[src/rtl/mem_bus_arbiter_if.sv]
// CPU / DMA / memory bus bundle for mem_bus_arbiter.
// With MEM_BUS_ROM_WP_EN defined the bundle also carries the wp_hit pulse.
interface mem_bus_arbiter_if;
  logic [19:0] cpu_a;
  logic [7:0]  cpu_o;
  logic        cpu_w;
  logic [7:0]  cpu_i;
  logic        cpu_ce;
  logic        dma_req;
  logic [19:0] dma_a;
  logic [7:0]  dma_o;
  logic        dma_w;
  logic        dma_gnt;
  logic        dma_ack;
  logic [7:0]  dma_i;
  logic [19:0] mem_a;
  logic [7:0]  mem_o;
  logic        mem_w;
  logic [7:0]  mem_i;
`ifdef MEM_BUS_ROM_WP_EN
  logic        wp_hit;
`endif

  // arbiter view
  modport master (
    input  cpu_a, cpu_o, cpu_w, dma_req, dma_a, dma_o, dma_w, mem_i,
    output cpu_i, cpu_ce, dma_gnt, dma_ack, dma_i, mem_a, mem_o, mem_w
`ifdef MEM_BUS_ROM_WP_EN
    , output wp_hit
`endif
  );

  // CPU, requester and memory decoder view
  modport slave (
    output cpu_a, cpu_o, cpu_w, dma_req, dma_a, dma_o, dma_w, mem_i,
    input  cpu_i, cpu_ce, dma_gnt, dma_ack, dma_i, mem_a, mem_o, mem_w
`ifdef MEM_BUS_ROM_WP_EN
    , input wp_hit
`endif
  );
endinterface

[src/rtl/mem_bus_arbiter.sv]
// Shares the 20-bit memory bus between the c86 CPU and one DMA requester with bounded bursts.
// Optional BIOS write protect: define MEM_BUS_ROM_WP_EN.
module mem_bus_arbiter #(
  parameter int          BURST    = 8,
  parameter logic [19:0] ROM_BASE = 20'hFF800
) (
  input  logic             clock,
  input  logic             reset,
  mem_bus_arbiter_if.master bus
);
  localparam int CW = (BURST > 1) ? $clog2(BURST) : 1;
  localparam logic [CW-1:0] CNT_LAST = CW'(BURST - 1);

  typedef enum logic {S_CPU, S_DMA} state_e;

  state_e          state_q, state_d;
  logic [CW-1:0]   cnt_q, cnt_d;
  logic            dma_gnt_q, dma_gnt_d;
  logic            dma_ack_q, dma_ack_d;
  logic [7:0]      dma_i_q, dma_i_d;
  logic            wp_hit_q, wp_hit_d;

  logic            in_dma, access, wr_req, wr_blk;
  logic [19:0]     addr;

  always_comb begin
    in_dma = (state_q == S_DMA);
    access = in_dma & bus.dma_req;
    addr   = in_dma ? bus.dma_a : bus.cpu_a;
    wr_req = in_dma ? (access & bus.dma_w) : bus.cpu_w;
`ifdef MEM_BUS_ROM_WP_EN
    wr_blk = (addr >= ROM_BASE);
`else
    wr_blk = 1'b0;
`endif
  end

  assign bus.mem_a  = addr;
  assign bus.mem_o  = in_dma ? bus.dma_o : bus.cpu_o;
  // reset gates both strobes so no write lands while the state is being cleared
  assign bus.mem_w  = wr_req & ~wr_blk & ~reset;
  assign bus.cpu_ce = ~in_dma & ~reset;
  assign bus.cpu_i  = bus.mem_i;
  assign bus.dma_gnt = dma_gnt_q;
  assign bus.dma_ack = dma_ack_q;
  assign bus.dma_i   = dma_i_q;
`ifdef MEM_BUS_ROM_WP_EN
  assign bus.wp_hit  = wp_hit_q;
`endif

  always_comb begin
    state_d = state_q;
    cnt_d   = cnt_q;
    case (state_q)
      S_CPU: begin
        cnt_d = '0;
        if (bus.dma_req) state_d = S_DMA;
      end
      S_DMA: begin
        if (!bus.dma_req) begin
          state_d = S_CPU;
          cnt_d   = '0;
        end else if (cnt_q == CNT_LAST) begin
          // burst exhausted: hand the CPU exactly one cycle
          state_d = S_CPU;
          cnt_d   = '0;
        end else begin
          cnt_d = cnt_q + 1'b1;
        end
      end
      default: begin
        state_d = S_CPU;
        cnt_d   = '0;
      end
    endcase
    dma_gnt_d = (state_d == S_DMA);
    dma_ack_d = access;
    dma_i_d   = (access && !bus.dma_w) ? bus.mem_i : dma_i_q;
    wp_hit_d  = wr_req & wr_blk;
  end

  always_ff @(posedge clock) begin
    if (reset) begin
      state_q   <= S_CPU;
      cnt_q     <= '0;
      dma_gnt_q <= 1'b0;
      dma_ack_q <= 1'b0;
      dma_i_q   <= 8'h00;
      wp_hit_q  <= 1'b0;
    end else begin
      state_q   <= state_d;
      cnt_q     <= cnt_d;
      dma_gnt_q <= dma_gnt_d;
      dma_ack_q <= dma_ack_d;
      dma_i_q   <= dma_i_d;
      wp_hit_q  <= wp_hit_d;
    end
  end

`ifndef MEM_BUS_ROM_WP_EN
  logic unused_ok;
  assign unused_ok = ^{wp_hit_q, ROM_BASE};
`endif
endmodule

[src/flat_wrapper.sv]
// flat-port wrapper written by rule: the top's interface ports become plain ports
module mem_bus_arbiter_flat 
#(
  parameter int          BURST    = 8,
  parameter logic [19:0] ROM_BASE = 20'hFF800
)
  (clock, reset, bus_cpu_a, bus_cpu_o, bus_cpu_w, bus_dma_req, bus_dma_a, bus_dma_o, bus_dma_w, bus_mem_i, bus_cpu_i, bus_cpu_ce, bus_dma_gnt, bus_dma_ack, bus_dma_i, bus_mem_a, bus_mem_o, bus_mem_w);
  mem_bus_arbiter_if bus_i ();
  input  logic clock;
  input  logic reset;
  input wire logic [$bits(bus_i.cpu_a)-1:0] bus_cpu_a;
  input wire logic [$bits(bus_i.cpu_o)-1:0] bus_cpu_o;
  input wire logic [$bits(bus_i.cpu_w)-1:0] bus_cpu_w;
  input wire logic [$bits(bus_i.dma_req)-1:0] bus_dma_req;
  input wire logic [$bits(bus_i.dma_a)-1:0] bus_dma_a;
  input wire logic [$bits(bus_i.dma_o)-1:0] bus_dma_o;
  input wire logic [$bits(bus_i.dma_w)-1:0] bus_dma_w;
  input wire logic [$bits(bus_i.mem_i)-1:0] bus_mem_i;
  output wire logic [$bits(bus_i.cpu_i)-1:0] bus_cpu_i;
  output wire logic [$bits(bus_i.cpu_ce)-1:0] bus_cpu_ce;
  output wire logic [$bits(bus_i.dma_gnt)-1:0] bus_dma_gnt;
  output wire logic [$bits(bus_i.dma_ack)-1:0] bus_dma_ack;
  output wire logic [$bits(bus_i.dma_i)-1:0] bus_dma_i;
  output wire logic [$bits(bus_i.mem_a)-1:0] bus_mem_a;
  output wire logic [$bits(bus_i.mem_o)-1:0] bus_mem_o;
  output wire logic [$bits(bus_i.mem_w)-1:0] bus_mem_w;
  assign bus_i.cpu_a = bus_cpu_a;
  assign bus_i.cpu_o = bus_cpu_o;
  assign bus_i.cpu_w = bus_cpu_w;
  assign bus_i.dma_req = bus_dma_req;
  assign bus_i.dma_a = bus_dma_a;
  assign bus_i.dma_o = bus_dma_o;
  assign bus_i.dma_w = bus_dma_w;
  assign bus_i.mem_i = bus_mem_i;
  assign bus_cpu_i = bus_i.cpu_i;
  assign bus_cpu_ce = bus_i.cpu_ce;
  assign bus_dma_gnt = bus_i.dma_gnt;
  assign bus_dma_ack = bus_i.dma_ack;
  assign bus_dma_i = bus_i.dma_i;
  assign bus_mem_a = bus_i.mem_a;
  assign bus_mem_o = bus_i.mem_o;
  assign bus_mem_w = bus_i.mem_w;
  mem_bus_arbiter #(.BURST(BURST), .ROM_BASE(ROM_BASE)) u_core (.clock(clock), .reset(reset), .bus(bus_i));
endmodule
[config.mk]
export PLATFORM = sky130hd
export DESIGN_NAME = mem_bus_arbiter_flat
export DESIGN_NICKNAME = d
export VERILOG_FILES = /design/src/rtl/mem_bus_arbiter_if.sv /design/src/rtl/mem_bus_arbiter.sv /design/src/flat_wrapper.sv
export SDC_FILE = /design/constraint.sdc
export NUM_CORES = 1
export LEC_CHECK = 0
export ABC_AREA = 1
export CAP_MARGIN = 10
export CORE_MARGIN = 4
export CORE_UTILIZATION = 28
export DETAILED_ROUTE_END_ITERATION = 7
export PLACE_DENSITY = 0.89
export SYNTH_ARGS = -nofsm -noshare
export SYNTH_HDL_FRONTEND = slang
export SYNTH_SLANG_ARGS = --single-unit
[constraint.sdc]
create_clock -name clock -period 2.6 [get_ports clock]
set_input_delay 0.65 -clock clock [delete_from_list [all_inputs] [get_ports clock]]
set_output_delay 0.65 -clock clock [all_outputs]
set_load 0.005 [all_outputs]
Word level (Yosys, flattened, before mapping)
Cells that the tools add are included.
- flip-flop bits (word level): 13
- $add $sub $neg: 1
- equal/unequal tests: 1
- muxes and demuxes: 10
- bitwise operators: 6
- reductions and logical operators: 2
- operator list (operator ; number):
    $mux 20 ; 1
    $mux 8 ; 1
    $mux 3 ; 2
    $pmux 3 s2 ; 1
    $and 1x1->1 ; 4
    $mux 1 ; 4
    $add 3x1->3 const B ; 1
    $eq 3x3->1 const B ; 1
    $not 1->1 ; 2
    $pmux 1 s2 ; 1
    $logic_and 1x1->1 ; 1
    $logic_not 1->1 ; 1

Depth between registers and ports, before layout
Gate-level depths: netlist of the first run.
- depth after elaboration: 4
- mapped depth: 6
- gate-level depth less buffers: 5

Worst setup path before layout of the first run
No wires, ideal clock.
- kind: input -> output
- from: input reset
- to: output bus_mem_w
- arrival time: 0.997 ns
- required time: 1.950 ns
- path slack: 0.953 ns
- stages: 3
- path buffers: 0
- cell sequence: inv_2 > nand2_1 > o21ai_0
- word-level cells in the longest chain between the ends: 2
- ends and longest elaborated chain (element ; RTL line ; source):
    from (decl) ; flat_wrapper.sv:10 ; input logic reset;
    $not 1->1 ; mem_bus_arbiter.sv:41 ; assign bus.mem_w = wr_req & ~wr_blk & ~reset;
    $and 1x1->1 ; mem_bus_arbiter.sv:41 ;
    to (decl) ; flat_wrapper.sv:26 ; output wire logic [$bits(bus_i.mem_w)-1:0] bus_mem_w;
Every way passes these cells.

Final worst setup path of the first run
- from: input reset
- to: output bus_cpu_ce
- word-level cells in the longest chain between the ends: 2
- ends and longest elaborated chain (element ; RTL line ; source):
    $not 1->1 ; mem_bus_arbiter.sv:42 ; assign bus.cpu_ce = ~in_dma & ~reset;
    $and 1x1->1 ; mem_bus_arbiter.sv:42 ;
    to (decl) ; flat_wrapper.sv:20 ; output wire logic [$bits(bus_i.cpu_ce)-1:0] bus_cpu_ce;
Every way passes these cells.

==> flow_summary.yaml, run 1 <==
run_status:
  run_status: "finished, final reports clean"
setup_path:
  reg2reg_setup_slack_ns: 1.58
  cp_max_fo: 3
  arrival_ns: 1.79
  reg2reg_from: "u_core.cnt_q[0]"
  r2r-end: "u_core.cnt_q[0]"
  rr_worst_depth: 5
  criticalPathCategory: "input pin to primary output"
  end_kind: "primary output"
  required_ns: 1.95
  worst_setup_path_start_kind: "input pin"
route:
  drtAntennaViolNets: 0
  drt-initial-drc-count: 41
  dr.pass1.iters: 4
  wl_per_cell_um: 11.7
  vias_per_cell: 4.07
  dr_total_vias: 1343
  drc_errors: 0
  totalWireLength_um: 3860
pwr:
  switching_share: 0.252
  power_frac_clock: 0.197
  pwr-share-comb: 0.461
  p_seq_frac: 0.342
  p_leak_uw: 0.00103
  p_int_uw: 458
  p_switching_uw: 154
  ir_worst_vdd_mv: 0.247
  p_per_area_nw_per_um2: 287
job:
  max_cap_viol_count: 0
clocking:
  ctsHoldBuffers: 0
  clockRootBuffer: "clkbuf_4"
  htree_levels: 1
  cts_tree: "built"
  clk_pin_slew_ns: 0.07
  cts_buffers: 3
  clock_sinks: 13
  clock_latency_ns: 0.27
  cts_buffer_depth: 2
place:
  io_buffers: 116
  pre_cts_ws_ns: -0.0383
  place.gp.congestion: 0.819
  dp.final_hpwl_um: 3350
worst_hold_path:
  hold_path_end: "u_core.cnt_q[0]"
  hold_path.class: "flop to flop"
  min_from: "u_core.cnt_q[0]"
  whs_path_depth: 1
sta:
  fmax_mhz: 411
  min_period_ns: 2.44
  timing.final.crit_share: 0.937
  fin_hold_ws_ns: 0.430
  finalMaxSlewViolations: 0
  fin_worst_skew_ns: 0.000967
  setup_ws_ns: 0.165
  rsz0062_at_grt: "false"
  tightest_slew_ns: 0.450
  slew_headroom: 0.700
  finalHoldViolations: 0
  setup_viol: 0
logic_synthesis:
  synth_edf_count: 0
  yosysMostFrequentCell: "nand2_1"
  synth_top_area_share: 0.402
  yosys_register_bits: 13
  synthCells: 174
  yosysTopAreaCell: "nand2_1"
  avgSynthCellArea_um2: 5.52
  synth_area_um2: 961
  async_reset_ff_frac: 0
  ys_types: 14
  synthFlopType: "dfxtp_1"
  ys_top_cells_by_count: "103 x nand2_1, 20 x nor2_1, 13 x dfxtp_1, 13 x inv_1, 12 x buf_4"
  synth_nets: 245
  synth_warnings: 0
  yosysSeqAreaShare: 0.271
  synth_area_leaders: "nand2_1 40%, dfxtp_1 27%, buf_4 9.4%"
global_route:
  track_usage: 0.170
  antenna_found_initial: 0
  first_global_vias: 1256
  grt_overflow: 0
  grt_pass1_wl_um: 5800
  grt_max_degree: 29
floorplanning:
  rows: 21
  io_pins: 117
  fp.dieH_um: 66.6
  start_util: 0.288
  core_area_um2: 3340
  die_x_um: 66.6
  dieArea_um2: 4430
layout:
  drive_gt1_frac: 0.0493
  n_fill_cell: 304
  fin_nets: 356
  areaGrowthSynthToFinish_pct: 122
  antenna_cells: 0
power by group through the flow:
stage | logic [uW] | registers (uW) | clock network (uW)
global route | 305 | 210 | 139
finish | 282 | 209 | 121
CTS | 285 | 209 | 127
detailed placement | 285 | 214 | 0
floorplan | 81.1 | 213 | 0
global placement | 279 | 214 | 0
stage by stage:
step	std cells	power [uW]	utilization	setup TNS (ns)	area, um2
5_1_grt	330	654	0.639	0	2130
3_3_place_gp	326	492	0.631	-0.0327	2110
2_1_floorplan	174	294	-	0	961
3_5_place_dp	326	499	0.631	-0.0383	2110
4_1_cts	330	622	0.639	0	2130
6_report	330	612	0.639	0	2130
logic make-up after synthesis:
kind of cell	after synthesis	share of synthesized area
compound gates	2	0.0104
fa+ha+maj	2	0.0260
buf+inv	30	0.174
flops	13	0.271
simple gates	127	0.518
layout make-up:
class / instances / area (um2) / area share
clock buffer: 4 / 26.3 / 0.0123
inverter: 15 / 56.3 / 0.0264
multi-input combinational: 131 / 533 / 0.250
sequential: 13 / 260 / 0.122
tap: 46 / 57.6 / 0.0270
timing repair buffer: 121 / 1200 / 0.562
flip-flops by register name (all words and copies together) (netlist names):
| signal | cells |
|---|---|
| u_core.bus.dma_i | 8 |
| u_core.in_dma | 1 |
| u_core.bus.dma_ack | 1 |
| u_core.cnt_q | 3 |
worst max-delay path, stage by stage:
cell	delay (ns)
clkdlybuf4s50_1	0.48
nor2_2	0.12
clkdlybuf4s50_1	0.54
what timing repair did:
action                                  in CTS  in global routing
endpoints found under the setup margin       1                  0
buffers inserted                             0                  0
gates resized for setup                      1                  0
how the worst max path moves through the flow:
stage	startpoint	endpoint	slack, ns	cells past startpoint
2_1_floorplan	reset	bus_mem_w	0.95	3
5_1_grt	u_core.in_dma	bus_mem_a[6]	0.07	4
4_1_cts	reset	bus_cpu_ce	0.17	3
3_5_place_dp	bus_dma_req	bus_mem_w	-0.04	6
3_3_place_gp	bus_dma_req	bus_mem_w	-0.03	6
6_report	reset	bus_cpu_ce	0.16	3
cells in the final DEF, fill, tap and decap left out:
cell type | synthesis | layout
clkdlybuf4s50_1 | 0 | 115
nand2_1 | 103 | 103
nor2_1 | 20 | 20
inv_1 | 13 | 13
dfxtp_1 | 13 | 13
buf_4 | 12 | 5
clkbuf_4 | 0 | 3
inv_2 | 2 | 2
nand2_2 | 2 | 2
ha_1 | 2 | 2
nor2_2 | 1 | 1
o21ai_0 | 1 | 1
nand3_4 | 1 | 1
a21oi_1 | 1 | 1
clkbuf_1 | 0 | 1
dlygate4sd2_1 | 0 | 1
layer usage:
metal,track usage,part of all wire,vias up,wire [um]
met2,0.342,0.54,54,2100
met3,0.0506,0.083,4,319
li1,-,-,719,-
met5,0,0,-,0
met1,0.169,0.36,566,1400
met4,0.0305,0.011,0,41
(Power assumes the default switching activity.)
==> run 2: changes to the inputs <==
CORE_MARGIN = 2   (was 4)
==> flow_summary.yaml, run 2 (same netlist as run 1, synthesis figures left out) <==
run_status:
  run_status: "finished, final reports clean"
sta:
  finalHoldViolations: 0
  setup_ws_ns: 0.161
  finalSetupTns_ns: 0
  timing.final.crit_share: 0.938
  slew_headroom: 0.712
  setup_viol: 0
  min_period_ns: 2.44
  finalMaxSlewViolations: 0
  tightest_slew_ns: 0.431
  fmax_mhz: 410
  rsz0062_at_grt: "false"
  fin_worst_skew_ns: 0.00184
pwr:
  pwr-share-comb: 0.456
  power_frac_clock: 0.204
  p_int_uw: 457
  p_leak_uw: 0.00103
  switching_share: 0.257
  total_power_uw: 615
  p_per_area_nw_per_um2: 289
  p_seq_frac: 0.340
  ir_worst_vdd_mv: 0.159
  p_switching_uw: 158
global_route:
  grt_pass1_wl_um: 5990
  grt_overflow: 0
  first_global_vias: 1279
  track_usage: 0.191
  grt_max_degree: 29
  antenna_found_initial: 0
setup_path:
  criticalPathCategory: "input pin to primary output"
  required_ns: 1.95
  reg2reg_from: "u_core.cnt_q[0]"
  worst_setup_path_start_kind: "input pin"
  arrival_ns: 1.79
  cp_max_fo: 3
  cp-startpoint: "reset"
  end_kind: "primary output"
layout:
  final_common_cell: "clkdlybuf4s50_1"
  mostFrequentLayoutCells: "114 x clkdlybuf4s50_1, 103 x nand2_1, 20 x nor2_1, 13 x inv_1, 13 x dfxtp_1"
  largest_reg_flops: 8
  drive_gt1_frac: 0.0493
  areaGrowthSynthToFinish_pct: 122
  fin_nets: 356
  antenna_cells: 0
clocking:
  clk_pin_slew_ns: 0.08
  post-cts-setup-buffer-count: 0
  htree_levels: 1
  cts_tree: "built"
  clock_latency_ns: 0.28
  cts_buffer_depth: 2
  cts_buffers: 3
  clockRootBuffer: "clkbuf_4"
  clock_sinks: 13
worst_hold_path:
  hold_path.class: "flop to flop"
  min_from: "u_core.cnt_q[0]"
route:
  vias_per_cell: 4.08
  drt-initial-drc-count: 51
  dr.pass1.iters: 4
  drtAntennaViolNets: 0
  wl_per_cell_um: 11.1
  totalWireLength_um: 3670
  dr_total_vias: 1346
  drc_errors: 0
place:
  dp.final_hpwl_um: 3180
  pre_cts_ws_ns: -0.184
  place.gp.congestion: 0.783
  io_buffers: 116
floorplanning:
  die_x_um: 62.6
  core_area_um2: 3310
  io_pins: 117
  rows: 21
  start_util: 0.290
  fp.dieH_um: 62.6
  dieArea_um2: 3920
job:
  max_cap_viol_count: 0
[run 2: path summary, 6_finish.rpt]
check | endpoint | cells past startpoint | slack [ns]
worst min register to register | u_core.cnt_q[0] | 1 | 0.43
worst max-delay path | bus_cpu_ce | 3 | 0.16
worst min-delay path | u_core.cnt_q[0] | 1 | 0.43
worst max register to register | u_core.cnt_q[2] | 5 | 1.56
[run 2: what timing repair did]
item / 4_1_cts / 5_1_grt
gates resized for setup: 2 / 0
endpoints found under the setup margin: 1 / 0
hold buffers: 0 / 0
[run 2: routing by layer]
layer / global-route usage / vias to the layer above / share of wire / wire (um)
met3: 0.0378 / 11 / 0.072 / 263
met1: 0.197 / 562 / 0.39 / 1410
met4: 0.0944 / 0 / 0.032 / 119
met5: 0 / - / 0 / 0
met2: 0.362 / 56 / 0.51 / 1870
li1: - / 717 / - / -
[run 2: through the flow]
step	util	instance area [um2]	hold WS [ns]	cells
5_1_grt	0.643	2130	0.455	330
2_1_floorplan	-	961	0.399	174
3_3_place_gp	0.636	2110	0.408	326
3_5_place_dp	0.636	2110	0.421	326
6_report	0.643	2130	0.426	330
4_1_cts	0.643	2130	0.433	330
[run 2: area by class of cell]
| type | count | area, um2 |
|---|---|---|
| Timing Repair Buffer | 121 | 1200 |
| Inverter | 15 | 56.3 |
| Clock buffer | 4 | 26.3 |
| Tap cell | 46 | 57.6 |
| Multi-Input combinational cell | 131 | 533 |
| Fill cell | 304 | 1180 |
| Sequential cell | 13 | 260 |
[run 2: worst max-delay path, stage by stage]
cell and delay (ns):
clkdlybuf4s50_1 0.47, nor2_2 0.13, clkdlybuf4s50_1 0.54
[run 2: power groups by stage]
stage | Clock (uW) | Sequential [uW] | Combinational [uW]
4_1_cts | 134 | 209 | 284
3_5_place_dp | 0 | 214 | 284
3_3_place_gp | 0 | 214 | 278
5_1_grt | 142 | 210 | 304
2_1_floorplan | 0 | 213 | 81.1
6_report | 126 | 209 | 281
